**src/rtl/change_dispenser.sv**
```systemverilog
// Coin-return controller: on a user request or an idle timeout, pays out the
// latched balance greedily (largest coin first), one coin per cycle.
module change_dispenser #(
    parameter int kNumCoins   = 3,
    parameter int kTotalBits  = 31,
    parameter int kCoinValue0 = 100,
    parameter int kCoinValue1 = 500,
    parameter int kCoinValue2 = 1000,
    parameter int kWaitTime   = 10
) (
    input  logic                  clk,
    input  logic                  reset_n,
    input  logic                  i_activity,
    input  logic                  i_trigger_return,
    input  logic [kTotalBits-1:0] i_balance,
    output logic [kNumCoins-1:0]  o_return_coin,
    output logic                  o_busy,
    output logic                  o_done,
    output logic [kTotalBits-1:0] o_residue
);

    localparam int CntW = (kWaitTime < 1) ? 1 : $clog2(kWaitTime + 1);
    localparam logic [CntW-1:0]       kWaitMax = CntW'(kWaitTime);
    localparam logic [kTotalBits-1:0] kMinCoin = kTotalBits'(kCoinValue0);

    typedef enum logic [1:0] {
        IDLE,
        RETURN,
        DONE
    } state_t;

    typedef struct packed {
        logic [kNumCoins-1:0]  coin;
        logic [kTotalBits-1:0] value;
    } pick_t;

    function automatic logic [kTotalBits-1:0] coin_value(input int idx);
        case (idx)
            0:       return kTotalBits'(kCoinValue0);
            1:       return kTotalBits'(kCoinValue1);
            default: return kTotalBits'(kCoinValue2);
        endcase
    endfunction

    // Denominations ascend, so the last one that fits is the largest payable coin.
    function automatic pick_t largest_coin(input logic [kTotalBits-1:0] amount);
        pick_t p;
        p.coin  = '0;
        p.value = '0;
        for (int i = 0; i < kNumCoins; i++) begin
            if (amount >= coin_value(i)) begin
                p.coin  = kNumCoins'(1) << i;
                p.value = coin_value(i);
            end
        end
        return p;
    endfunction

    state_t                state;
    logic [CntW-1:0]       wait_cnt;
    logic [kTotalBits-1:0] remaining;
    pick_t                 first_pick;
    pick_t                 next_pick;

    assign first_pick = largest_coin(i_balance);
    assign next_pick  = largest_coin(remaining);

    // remaining holds the amount still owed after the coin currently on o_return_coin.
    always_ff @(posedge clk or negedge reset_n) begin
        if (!reset_n) begin
            state         <= IDLE;
            wait_cnt      <= '0;
            remaining     <= '0;
            o_return_coin <= '0;
            o_busy        <= 1'b0;
            o_done        <= 1'b0;
            o_residue     <= '0;
        end else begin
            case (state)
                IDLE: begin
                    if (i_balance >= kMinCoin &&
                        (i_trigger_return || wait_cnt == kWaitMax)) begin
                        state         <= RETURN;
                        remaining     <= i_balance - first_pick.value;
                        o_return_coin <= first_pick.coin;
                        o_busy        <= 1'b1;
                    end else if (i_activity) begin
                        wait_cnt <= '0;
                    end else if (wait_cnt != kWaitMax) begin
                        wait_cnt <= wait_cnt + 1'b1;
                    end
                end
                RETURN: begin
                    if (remaining >= kMinCoin) begin
                        remaining     <= remaining - next_pick.value;
                        o_return_coin <= next_pick.coin;
                    end else begin
                        state         <= DONE;
                        o_return_coin <= '0;
                        o_done        <= 1'b1;
                        o_residue     <= remaining;
                    end
                end
                DONE: begin
                    state     <= IDLE;
                    wait_cnt  <= '0;
                    remaining <= '0;
                    o_busy    <= 1'b0;
                    o_done    <= 1'b0;
                    o_residue <= '0;
                end
                default: begin
                    state <= IDLE;
                end
            endcase
        end
    end

endmodule

```
**config.mk**
```make
export PLATFORM = sky130hd
export DESIGN_NAME = change_dispenser
export DESIGN_NICKNAME = d
export VERILOG_FILES = /design/src/rtl/change_dispenser.sv
export SDC_FILE = /design/constraint.sdc
export NUM_CORES = 1
export LEC_CHECK = 0
export BUFFER_PORTS_ARGS = -buffer_cell sky130_fd_sc_hd__buf_4
export CAP_MARGIN = 25
export CORE_ASPECT_RATIO = 2
export CORE_MARGIN = 2
export CORE_UTILIZATION = 52
export DETAILED_ROUTE_END_ITERATION = 7
export GPL_TIMING_DRIVEN = 0
export PLACE_DENSITY = 0.77
export SLEW_MARGIN = 20
export SYNTH_ARGS = -nofsm -noshare
export SYNTH_HDL_FRONTEND = slang
export SYNTH_SLANG_ARGS = --single-unit
export TNS_END_PERCENT = 20
```
**constraint.sdc**
```tcl
create_clock -name clk -period 4.4 [get_ports clk]
set_input_delay 0.22 -clock clk [delete_from_list [all_inputs] [get_ports clk]]
set_output_delay 0.22 -clock clk [all_outputs]
set_load 0.01 [all_outputs]
```
# Word-level counts from Yosys, hierarchy flattened

Index checks and enable logic that the tools add are counted.

Add/sub/neg operators: 3
Magnitude comparators: 6
Eq/ne operators: 9
Reduce and logical (&&, ||, !) cells: 13
Mux-type cells: 25

Operators with widths:

| operator                                                            | number |
|---|---|
| 2-to-1 mux 34 bit                                                   | 4 |
| 2-to-1 mux 31 bit                                                   | 3 |
| one-hot mux 31 bit (3 select lines)                                 | 1 |
| 2-to-1 mux 32 bit                                                   | 2 |
| greater-or-equal comparator 31 x 10 -> 1 bit, second input constant | 2 |
| greater-or-equal comparator 31 x 7 -> 1 bit, second input constant  | 2 |
| greater-or-equal comparator 31 x 9 -> 1 bit, second input constant  | 2 |
| one-hot mux 31 bit (2 select lines)                                 | 1 |
| subtractor 31 bit                                                   | 2 |
| 2-to-1 mux 4 bit                                                    | 3 |
| inequality test 2 bit, second input constant                        | 4 |
| one-hot mux 4 bit (2 select lines)                                  | 1 |
| AND reduction 2 bit                                                 | 4 |
| 2-to-1 mux 3 bit                                                    | 2 |
| one-hot mux 3 bit (2 select lines)                                  | 1 |
| AND reduction 3 bit                                                 | 2 |
| nonzero test 2 bit                                                  | 3 |
| adder 4 x 1 -> 4 bit, second input constant                         | 1 |
| equality test 4 bit, second input constant                          | 1 |
| 2-to-1 mux 2 bit                                                    | 2 |
| inequality test 4 bit, second input constant                        | 1 |
| one-hot mux 1 bit (2 select lines)                                  | 2 |
| one-hot mux 2 bit (2 select lines)                                  | 1 |
| inequality test 3 bit, second input constant                        | 1 |
| other kinds (7)                                                     | 8 |

Output and inout bits: 36
Register bits: 73
Input port bits: 35
Word-level logic and storage cells: 63

# Longest topological paths before layout

Depth after elaboration: 7
Gate-level depth with buffers: 17

# Least setup slack after synthesis

OpenSTA, ideal clock, no wires.

Kind: reg-to-reg
From: register remaining[18]
To: register remaining[24]
Slack: 0.147 ns
Period minus slack after synthesis: 4.253 ns
Arrival time: 4.115 ns
Data required time: 4.262 ns
Path buffers: 0
Cell stages (with the launch flop): 15
Cell sequence: dfrtp_1 nor3_1 nand3_1 nor3_1 nor2b_1 ha_1 inv_1 fa_1 a211o_1 a211oi_1 o311ai_0 nor2_1 nand2_1 o311ai_1 o211ai_1

Word-level cells in the longest chain between the ends: 7
Elaborated cells on any way between the ends: 11

RTL lines:

| item                                        | line   | source |
|---|---|---|
| start: declaration                          | 61     | `logic [kTotalBits-1:0] remaining;` |
| start signal: assignment                    | 84     | `remaining <= i_balance - first_pick.value;` |
| start signal: assignment                    | 95     | `remaining <= remaining - next_pick.value;` |
| greater-or-equal comparator 31 x 7 -> 1 bit | 51, 94 |  |
| 2-to-1 mux 32 bit                           | 51     | `if (amount >= coin_value(i)) begin` |
| 2-to-1 mux 34 bit (2 in series)             | 51     |  |
| subtractor 31 bit                           | 95     |  |
| 2-to-1 mux 31 bit                           | 94     | `if (remaining >= kMinCoin) begin` |
| one-hot mux 31 bit (3 select lines)         | 79     | `case (state)` |

Parallel ways exist; a longest one is shown, timed or not. The select of a mux whose other input is x is not followed.
A chain may end at the register's enable or synchronous reset.

# Final worst setup path

From: register remaining[26]
To: register remaining[20]

Same word-level chain as after synthesis.

==> out/metrics.csv <==
stage,metric,value,unit
clocking,h-tree-depth,3,
timing,hold_violations,0,
drt,dr.pass1.iters,5,
run_status,status,"complete, no violations",
worst_setup_path,cp_slowest_cell,nor4_1,
floorplanning,num_rows,49,
layout,synthToLayoutAreaGrowth,21.7,%
clocking,postCtsHoldBufs,0,
place,dpl.cell_count,681,
floorplanning,die_w,71.1,µm
floorplanning,core_area,8890,µm²
pwr,power_density,512,nW/µm²
drt,dr_total_vias,4447,
synth,synth_edf_count,0,
synth,synth_top_cell_area_share,39.0,%
global_routing,grt-ovfl-total,0,
synth,synth_area_leader_cell,dfrtp_1,
floorplanning,start_util,52.6,%
timing,final.period_utilization,95.9,%
drt,postRouteAntennaNets,0,
timing,max_freq,237,MHz
worst_setup_path,cp.arrival,4420,ps
global_routing,track_usage,26.0,%
layout,n_antenna_cell,0,
floorplanning,die_h,138,µm
drt,routedWlPerCell,18.0,µm
timing,period_minus_slack,4220,ps
worst_setup_path,start_kind,flop,
drt,via_per_inst,6.33,
pwr,power,0.00291,W
worst_setup_path,max_stage_delay,460,ps
clocking,clkTransAtPathRegs,60,ps
synth,syn-cell-area,4680,µm²
synth,synthTopCellsByCount,"73 x dfrtp_1, 43 x nor2_1, 39 x o21ai_0",
worst_hold_path,hold_class,in -> async,
clocking,tritoncts,yes,
place,placed_area,5330,µm²
place,hpwl,9.68,mm
drt,totalWireLength,12.7,mm
synth,synth_nets,569,
worst_setup_path,worstPathRequired,4600,ps
synth,ys_ff_latch,73,
worst_setup_path,path_class,reg -> reg,
global_routing,first_global_vias,4444,
synth,yosys_warnings,0,
worst_setup_path,cp_cell_sequence,"nor4_1, nand4_1, nor3_4, nor2b_1, ha_1, inv_1, fa_1, a211o_1, a211oi_2, o311ai_2, nor2_2, buf_4, a21oi_1, o21ai_0, o211ai_1",
layout,drive_gt1_share,19.5,%
clocking,cts_buffers,9,
layout,nets,656,
worst_setup_path,reg2reg_slack,180,ps
global_routing,grt_pass1_wl,20.5,mm
synth,yosysUniqueCellTypes,64,
global_routing,antenna_found_initial,0,
timing,timing.setup.tns,0,ps
synth,syn_inst,509,
pwr,p_leak,2.52,nW
worst_setup_path,cp-startpoint,remaining[26]$_DFFE_PN0P_,
timing,slew_violations,0,
synth,synth.top_cells.by_area,"dfrtp_1 39%, ha_1 6.2%, o21ai_0 4.2%, xnor2_1 3.7%, and2_1 3.6%",
run,cap_violations,0,
place,numPortBuffers,70,
timing,skew,5.42,ps
synth,avgSynthCellArea,9.19,µm²
timing,finalSetupViolCount,0,
layout,utilization,64.0,%
synth,yosysSeqAreaShare,39.0,%
layout,layout.cells.non_filler,702,
floorplanning,fp.dieArea,9820,µm²
clocking,cts_num_sinks,73,
synth,postSynth.asyncResetShare,100,%
floorplanning,io_pins,71,
timing,rsz0062_at_grt,false,
clocking,cts-root-buf,clkbuf_16,
worst_setup_path,timing.rr.start,remaining[26]$_DFFE_PN0P_,
timing,worst_pin_slew,927,ps
clocking,cts_buffer_depth,2,
drt,drtIter0Drc,285,
global_routing,grt_max_degree,74,
drt,drcViolationCount,0,
layout,final_cell_area,5690,µm²
synth,synth_most_common_cell,dfrtp_1,
clocking,clk_latency,330,ps
timing,slew_headroom,38.2,%
place,routabilityCongestion,0.978,
pwr,ir_worst_vdd,286,µV
worst_setup_path,worstPathMaxFanout,9,
worst_setup_path,critPathCaptureType,flop,
synth,synth_ff_type,dfrtp_1,
sequential cells by signal, summed over array words and instances, names as in the netlist:
| signal | cells |
|---|---|
| o_busy | 1 |
| o_done | 1 |
| o_residue | 31 |
| o_return_coin | 3 |
| remaining | 31 |
| state | 2 |
| wait_cnt | 4 |
routing by layer:
layer	global-route usage [%]	share of wire (%)	vias up
met2	47.7	55	226
li1	-	-	2051
met5	0	0	-
met4	15.2	3.7	0
met1	26.8	36	2126
met3	4.08	5.6	44
layout by cell type (no fill, tap or decap), types with 3 or more instances in the layout:
cell type   n
nor3_2      4
or3_1      16
nor3_1     17
nor4b_1     3
xor2_1      8
nand2_1    28
a31oi_1     5
buf_2       6
mux2_2      3
o22ai_1     3
nor2_1     42
o211ai_1   13
and2_1     27
or2_2       3
dfrtp_1    73
or4_1       3
nand3_1    13
o21a_1     13
o311ai_0    4
nor2b_1     8
o21ai_0    39
xnor2_1    20
nand2b_1    9
o221ai_1    6
clkbuf_1   15
ha_1       23
o31a_1      3
nand4_1     5
nor4_1      7
a21oi_1    21
inv_1      14
a22o_1     11
clkbuf_16   9
buf_4      76
final timing paths:
| kind | end | cells after the start |
|---|---|---|
| setup reg to reg | remaining[20]$_DFFE_PN0P_ | 15 |
| hold reg to reg | o_done$_DFFE_PN0P_ | 1 |
| hold / removal | o_residue[26]$_DFFE_PN0P_ | 1 |
| setup / recovery | remaining[20]$_DFFE_PN0P_ | 15 |
| min in group clk | wait_cnt[1]$_DFFE_PN0P_ | 2 |
| max in group asynchronous | remaining[13]$_DFFE_PN0P_ | 1 |
area by class of cell:
class                   count  area, µm²
plain buffers              20       90.1
clock buffers              12        246
fillers                   778       3200
flip-flops and latches     73       1830
repair buffers             76        571
well taps                 102        128
inverters                  14       52.6
clock inverters             3       17.5
multi-input cells         402       2760
metrics by stage:
step	setup WS, ps	hold slack, ps
after floorplan	147	-75.6
after global placement	-1040	403
after detailed placement	-1100	408
after CTS	17.1	62.3
after global routing	16.0	112
final	182	14.3
critical path: cells and delay by family (launching register included):
kind / cells / cell delay [ps]
and+or+nand+nor: 5 / 1510
buffers and inverters: 2 / 240
AOI/OAI and AO/OA: 6 / 1290
adders and majority gates: 2 / 650
DFF: 1 / 400
power breakdown:
group	internal (W)	switching (W)
clock	0.000392	0.000261
sequential	0.000829	0.000160
combinational	0.000488	0.000785
logic make-up after synthesis:
logic type	after synthesis	share of synthesized area, %
fa+ha+maj	25	7.01
buf+inv	34	3.05
mux	4	0.936
flops	73	39.0
compound gates	148	22.1
xor+xnor	28	5.24
simple gates	197	22.6
timing repair:
| item | 4_1_cts | 5_1_grt |
|---|---|---|
| endpoints found under the hold margin | 0 | 0 |
| setup endpoints to repair | 18 | 14 |
| resized for setup | 8 | 3 |
| setup buffers | 1 | 5 |
| pin swaps | 1 | 3 |
Power figures use the tool's default switching activity.
